[src/rtl/mul_datapath.sv]
// mul_datapath: shift-add multiplier datapath. It executes one dp_ctrl
// micro-op per clock and reports a condition bit on cres so the sequencer
// can branch. The product is published on result with a one-cycle done strobe.
module mul_datapath #(
  parameter int P_WIDTH          = 8,
  parameter int P_NUM_D_CTRLBITS = 5
) (
  input  logic                        clk,
  input  logic                        rst,
  input  logic [P_NUM_D_CTRLBITS-1:0] dp_ctrl,
  input  logic [P_WIDTH-1:0]          a_in,
  input  logic [P_WIDTH-1:0]          b_in,
  output logic                        cres,
  output logic [2*P_WIDTH-1:0]        result,
  output logic                        done
);

  localparam int CW = $clog2(P_WIDTH + 1);

  logic [2*P_WIDTH-1:0] as_q;
  logic [P_WIDTH-1:0]   b_q;
  logic [2*P_WIDTH-1:0] p_q;
  logic [CW-1:0]        cnt_q;

  logic op_ld, op_add, op_shf, op_done, op_csel;
  assign op_ld   = dp_ctrl[0];
  assign op_add  = dp_ctrl[1];
  assign op_shf  = dp_ctrl[2];
  assign op_done = dp_ctrl[3];
  assign op_csel = dp_ctrl[4];

  // Condition bit for the sequencer. It has zero latency and reads the current registers.
  always_comb begin
    cres = op_csel ? (cnt_q == '0) : b_q[0];
  end

  // Micro-op execution. Every update is computed from the pre-edge register values.
  // LD wins over ADD and SHF. DONE is independent of the other bits.
  always_ff @(posedge clk or negedge rst) begin
    if (!rst) begin
      as_q   <= '0;
      b_q    <= '0;
      p_q    <= '0;
      cnt_q  <= '0;
      result <= '0;
      done   <= 1'b0;
    end else begin
      if (op_ld) begin
        as_q  <= {{P_WIDTH{1'b0}}, a_in};
        b_q   <= b_in;
        p_q   <= '0;
        cnt_q <= CW'(P_WIDTH);
      end else begin
        if (op_add) p_q <= p_q + as_q;
        if (op_shf) begin
          as_q  <= as_q << 1;
          b_q   <= b_q >> 1;
          // CNT saturates at zero so stray shifts cannot wrap the loop count.
          cnt_q <= (cnt_q == '0) ? '0 : cnt_q - 1'b1;
        end
      end
      if (op_done) result <= p_q;
      done <= op_done;
    end
  end

endmodule
[config.mk]
export PLATFORM = sky130hd
export DESIGN_NAME = mul_datapath
export DESIGN_NICKNAME = d
export VERILOG_FILES = /design/src/rtl/mul_datapath.sv
export SDC_FILE = /design/constraint.sdc
export NUM_CORES = 1
export LEC_CHECK = 0
export ABC_AREA = 1
export ABC_CLOCK_PERIOD_IN_PS = 2300
export BUFFER_PORTS_ARGS = -buffer_cell sky130_fd_sc_hd__buf_2
export CAP_MARGIN = 15
export CORE_MARGIN = 3
export CORE_UTILIZATION = 50
export CTS_CLUSTER_SIZE = 25
export DETAILED_ROUTE_END_ITERATION = 6
export PLACE_DENSITY_LB_ADDON = 0.1
export SYNTH_ARGS = -nofsm -noshare
export SYNTH_HDL_FRONTEND = slang
export SYNTH_SLANG_ARGS = --single-unit
[constraint.sdc]
create_clock -name clk -period 2.3 [get_ports clk]
set_input_delay 0.69 -clock clk [delete_from_list [all_inputs] [get_ports clk]]
set_output_delay 0.69 -clock clk [all_outputs]
set_load 0.02 [all_outputs]
# After elaboration in Yosys (flattened, before gate mapping)

Cells that the tools add are included.

Bits in latches: 0
Bits of input ports: 23
Bits in read-only memories: 0
Memories kept: 0
Register bits after elaboration: 61
RAM bits: 0
Logic and storage cells: 21
Output and inout bits: 18

Reduce and logical (&&, ||, !) cells: 3
Multipliers: 0
Mux-type cells: 10
Div/mod/pow operators: 0
Bitwise operators: 0
Order comparisons: 0
$add $sub $neg: 2
Shift-type cells: 0
Equality and inequality tests: 0

Operator list:

| cell                                             | count |
|---|---|
| two-way mux 16 bit                               | 4 |
| adder 16 bit                                     | 1 |
| two-way mux 8 bit                                | 2 |
| two-way mux 4 bit                                | 3 |
| logical NOT 4 bit                                | 1 |
| nonzero test 2 bit                               | 2 |
| subtractor 4 x 1 -> 4 bit, second input constant | 1 |
| two-way mux 1 bit                                | 1 |

# Longest topological paths before layout

Gate-level depths: netlist of the first run.

Depth in word-level cells: 4
Depth in mapped cells: 11
Gate-level depth less buffers: 11

# Worst setup path before layout of the first run

Ideal clock, no wire load.

Path kind: in2out
From: in dp_ctrl[4]
To: out cres
Arrival time: 1.055 ns
Path slack: 0.555 ns
Data required time: 1.610 ns
Stages: 2
Buffers on the path: 0
Cells stage by stage: nor2_1 a21oi_1

Longest elaborated chain between the ends: 1

Ends and longest elaborated chain:

| element           | RTL line | text |
|---|---|---|
| start, declared   | 10       | `input logic [P_NUM_D_CTRLBITS-1:0] dp_ctrl,` |
| two-way mux 1 bit | 34       | `cres = op_csel ? (cnt_q == '0) : b_q[0];` |
| end, declared     | 13       | `output logic cres,` |

Every way passes these cells.

# Worst setup path after layout of the first run

From: reg cnt_q[0]
To: out cres

Longest elaborated chain between the ends: 2

Ends and longest elaborated chain:

| element                | RTL line | text |
|---|---|---|
| start, declared        | 23       | `logic [CW-1:0] cnt_q;` |
| start signal, assigned | 52       | `cnt_q <= CW'(P_WIDTH);` |
| start signal, assigned | 59       | `cnt_q <= (cnt_q == '0) ? '0 : cnt_q - 1'b1;` |
| logical NOT 4 bit      | 34       |  |
| two-way mux 1 bit      | 34       |  |

Every way passes these cells.

==> metrics.txt, run 1 <==
outcome=complete, no violations; syn avg cell area=8.41 um2; Final Non-Filler Cells=528; first-pass GRT wire length=12.2 mm; pre-CTS setup slack=461 ps; share of cells above drive strength 1=20.8%; Syn. warnings=0; routed via count=2676; Synth Area in XOR/XNOR=1.04%; First-pass DRT Iterations=4; hold_buf cts=0; DR WL/cell=13.5 um; Finish-stage setup viols=0; syn_nets=441; Die Wd=88.0 um; Worst Path Buf+Inv=2; post-synthesis adder-cell area fraction=6.92%; GRT Overall Usage=20.7%; Via density=5.07; final net count=488; Ports=41; die area=7750 um2; clk sink count=61; Synth area leaders=dfrtp_1, nand2_1, inv_1; Worst EP required=1610 ps; area of the multi-input gates=1530 um2; #FFs+latches synth=61; Mapped Area=3360 um2; Final Hold Vio Count=0; Max-Cap Viols=0; # fillers=586; Final Skew=10.1 ps; DRC viols=0; Yosys top cell area share=45.4%; asr flop ratio synth=100%; Final Core Density=59.8%; Min-Delay Path Class=input port to async pin; clock buffer count from CTS=9; Post-CTS Resized=0; final WL=7.11 mm; kind of critical path=flip-flop to output pin; TritonCTS clock tree=built; post-CTS setup buffers=0; Cells after Synth=400; dpl hpwl=5.32 mm; Distinct cells, synth=32; Placement Rows=29; Area Growth Syn to Fin=14.2%; Clock Latency Late Sink=350 ps; Worst R2R End=p_q[12]; Leak=2.11 nW; Initial Util=52.4%; core box area=6420 um2; multiplexer share of the synthesized area=5.02%; Achievable Freq=0.480 GHz; Root Buffer Master=clkbuf_8; n_diodes=0; Post-synth top flop=dfrtp_1; dpl cell area=3660 um2; Post-synth EDFFs=0; CP delay by family, top=flip-flops; Power, Total=3.01 mW; Port Buffers=40; post-placement cell count=513; global route total overflow=0; Worst Max-Slew Pin Slew=425 ps; ANT nets after route=0; clk slew on worst S/H paths=70 ps; Final Cycle Share=90.6%; final setup margin=216 ps; Synth Area in Simple Gates=23.4%; Critical Path Start Type=flip-flop; main combinational cell family by area after synthesis=simple AND/OR/NAND/NOR gates; post-synthesis sequential area ratio=45.4%; Max H-tree Level=3; vias in the first global route=2688; delay of the slowest cell on the worst path=410 ps; CP max stage cell=dfrtp_1; maximum vdd drop=0.333 mV; Compound-Gate Fraction of Synth Area=9.19%; Setup TNS=0 ps; First DRT Iteration DRCs=109; post-route cell area=3840 um2; r2r setup slk=520 ps; Period minus WS final=2080 ps; clock buffer depth=2; RR Startpoint=p_q[0]; most common cell after layout, fill and taps aside=nand2_1; GP Congestion=0.873; pin count of the biggest net entering global routing=39; Slew Limit Headroom=71.7%; initial antenna violation count=0; Pwr Density=784 nW/um2; register area=1530 um2; RSZ-0062 raised after global routing=no; worst-path fanout max=4; most frequent cells in the layout=nand2_1, dfrtp_1, inv_1; Pins Over Slew Limit=0; crit-path cells=inv_1, ha_1, nand2_1, a21oi_1, buf_2; Die H=88.0 um; FF-to-FF path depth=11; CP Capture Type=output pin; Worst EP arrival=1390 ps; Synth area leader=dfrtp_1; Min Hold Slack=197 ps
-- registers in the layout (all words and copies together), names as in the netlist --
name,count
as_q,16
p_q,16
result,16
b_q,8
cnt_q,4
done,1
-- worst max-delay path by stage --
stage                        end  depth (start not counted)  slack, ps        from
after global placement    p_q[4]                          5        500  dp_ctrl[0]
final                       cres                          5        220    cnt_q[0]
after floorplan             cres                          2        550  dp_ctrl[4]
after detailed placement  p_q[1]                          5        460  dp_ctrl[0]
after CTS                   cres                          5        190    cnt_q[0]
after global routing        cres                          5        110    cnt_q[0]
-- worst register-to-register path, stage by stage, from the launching register on --
cell	delay, ps
dfrtp_1	380
ha_1	190
inv_1	60
fa_1	390
inv_1	90
nand3_1	80
nand3_1	140
nand3_1	110
nand3_1	80
nand2_1	60
nand3_1	70
nand2_1	50
-- report_power, final --
| group | switching [mW] | internal (mW) |
|---|---|---|
| logic | 0.485 | 0.310 |
| registers | 0.100 | 1.22 |
| clock network | 0.427 | 0.471 |
| total | 1.01 | 2.00 |
-- cell usage after synthesis, drive strengths merged, types with 8 or more instances --
library cell,number
nand2,124
inv,65
dfrtp,61
nand3,24
ha,17
nor2,17
mux2,15
a21oi,13
o21ai,13
buf,10
o221ai,9
o22ai,8
-- cells by family after synthesis --
group / after synthesis
AOI/OAI and AO/OA: 48
xor gates and xnor gates: 4
adders and majority gates: 18
buffers and inverters: 75
DFF: 61
muxes: 15
and+or+nand+nor: 179
-- final cells by class --
cell class              count  share of cell area, %
clock buffers              12                   4.30
repair buffers             46                   6.71
well taps                  77                   2.51
multi-input cells         264                   39.9
inverters                  65                   6.35
clock inverters             3                  0.521
flip-flops and latches     61                   39.7
-- metal layers --
layer | GRT usage [%] | vias up | wire length [um]
met5 | 0 | - | 0
met4 | 7.97 | 0 | 113
met3 | 4.52 | 9 | 244
met2 | 33.4 | 44 | 3220
met1 | 27.4 | 1236 | 3530
li1 | - | 1387 | -
Power figures use the tool's default switching activity.
==> run 2, diff against run 1 <==
Settings changed: CORE_ASPECT_RATIO set to 1.4.
==> metrics.txt, run 2 (synthesis gave the netlist of run 1 again) <==
DRC viols=0; Ports=41; n_diodes=0; Area Growth Syn to Fin=13.0%; Min-Delay Path Class=input port to async pin; Placement Rows=34; kind of critical path=flip-flop to output pin; Worst EP arrival=1390 ps; Max H-tree Level=3; clk sink count=61; most frequent cells in the layout=nand2_1, dfrtp_1, inv_1; die area=7760 um2; Via density=5.11; final WL=6.87 mm; share of cells above drive strength 1=20.3%; ANT nets after route=0; Top Registers=as_q (16), p_q (16), result (16); pin count of the biggest net entering global routing=62; Pins Over Slew Limit=0; most common cell after layout, fill and taps aside=nand2_1; Worst EP required=1610 ps; GRT Overall Usage=20.0%; TritonCTS clock tree=built; first-pass GRT wire length=11.7 mm; First DRT Iteration DRCs=100; RSZ-0062 raised after global routing=no; Final Hold Vio Count=0; Max-Cap Viols=0; Leak=2.09 nW; Finish-stage setup viols=0; global route total overflow=0; First-pass DRT Iterations=4; DR WL/cell=13.2 um; hold_buf cts=0; Slew Limit Headroom=70.7%; Power, Total=2.93 mW; CP Capture Type=output pin; clk slew on worst S/H paths=70 ps; routed via count=2662; initial antenna violation count=0; Pwr Density=770 nW/um2; GP Congestion=0.822; RR Startpoint=p_q[0]; dpl hpwl=5.08 mm; clock buffer depth=2; outcome=complete, no violations; worst-path fanout max=4; Die H=103 um; Critical Path Start Type=flip-flop; Period minus WS final=2080 ps; Die Wd=75.3 um; r2r setup slk=560 ps; final net count=486; FF-to-FF path depth=11; Root Buffer Master=clkbuf_8; Worst R2R End=p_q[12]; Achievable Freq=0.480 GHz; Initial Util=52.7%; Post-CTS Resized=0; vias in the first global route=2520; post-CTS setup buffers=0; Final Skew=8.49 ps; Final Cycle Share=90.5%; Worst Max-Slew Pin Slew=439 ps; Port Buffers=40; maximum vdd drop=0.434 mV; core box area=6380 um2; Clock Latency Late Sink=340 ps; Setup TNS=0 ps; clock buffer count from CTS=9; # fillers=616
## run 2: metrics by stage
| step | util [%] | hold slack, ps | worst slack [ps] | instance area, um2 | cells |
|---|---|---|---|---|---|
| after floorplan | - | 394 | 555 | 3360 | 400 |
| after global placement | 57.0 | 484 | 510 | 3630 | 506 |
| after detailed placement | 57.0 | 491 | 481 | 3630 | 506 |
| after global routing | 59.6 | 369 | 132 | 3800 | 521 |
| final | 59.6 | 339 | 218 | 3800 | 521 |
| after CTS | 59.6 | 349 | 191 | 3800 | 521 |
## run 2: power by group
| part | internal, mW | switching [mW] |
|---|---|---|
| Combinational | 0.309 | 0.487 |
| Sequential | 1.22 | 0.0956 |
| Clock | 0.410 | 0.405 |
| Total | 1.94 | 0.988 |
## run 2: critical path, cell delays in order (launching register included)
cell and delay, ps:
dfrtp_1 410, inv_1 90, ha_1 150, nand2_1 100, a21oi_1 140, buf_2 170
## run 2: layer usage
layer | GRT usage [%] | routed length [um]
met5 | 0 | 0
met4 | 9.15 | 155
met2 | 32.3 | 3380
met3 | 4.20 | 249
met1 | 25.5 | 3090
## run 2: how the worst max path moves through the flow
stage | start | end | slack, ps | depth (start not counted)
after detailed placement | dp_ctrl[0] | p_q[1] | 480 | 5
after global placement | dp_ctrl[0] | p_q[4] | 510 | 5
after global routing | cnt_q[1] | cres | 130 | 5
final | cnt_q[0] | cres | 220 | 5
after CTS | cnt_q[0] | cres | 190 | 5
after floorplan | dp_ctrl[4] | cres | 550 | 2
## run 2: final cells by class
cell class / instances / area, um2 / area share [%]
multi-input cells: 264 / 1530 / 40.3
flip-flops and latches: 61 / 1530 / 40.2
inverters: 65 / 244 / 6.42
repair buffers: 44 / 243 / 6.39
clock buffers: 11 / 141 / 3.72
well taps: 72 / 90.1 / 2.37
clock inverters: 4 / 25.0 / 0.658
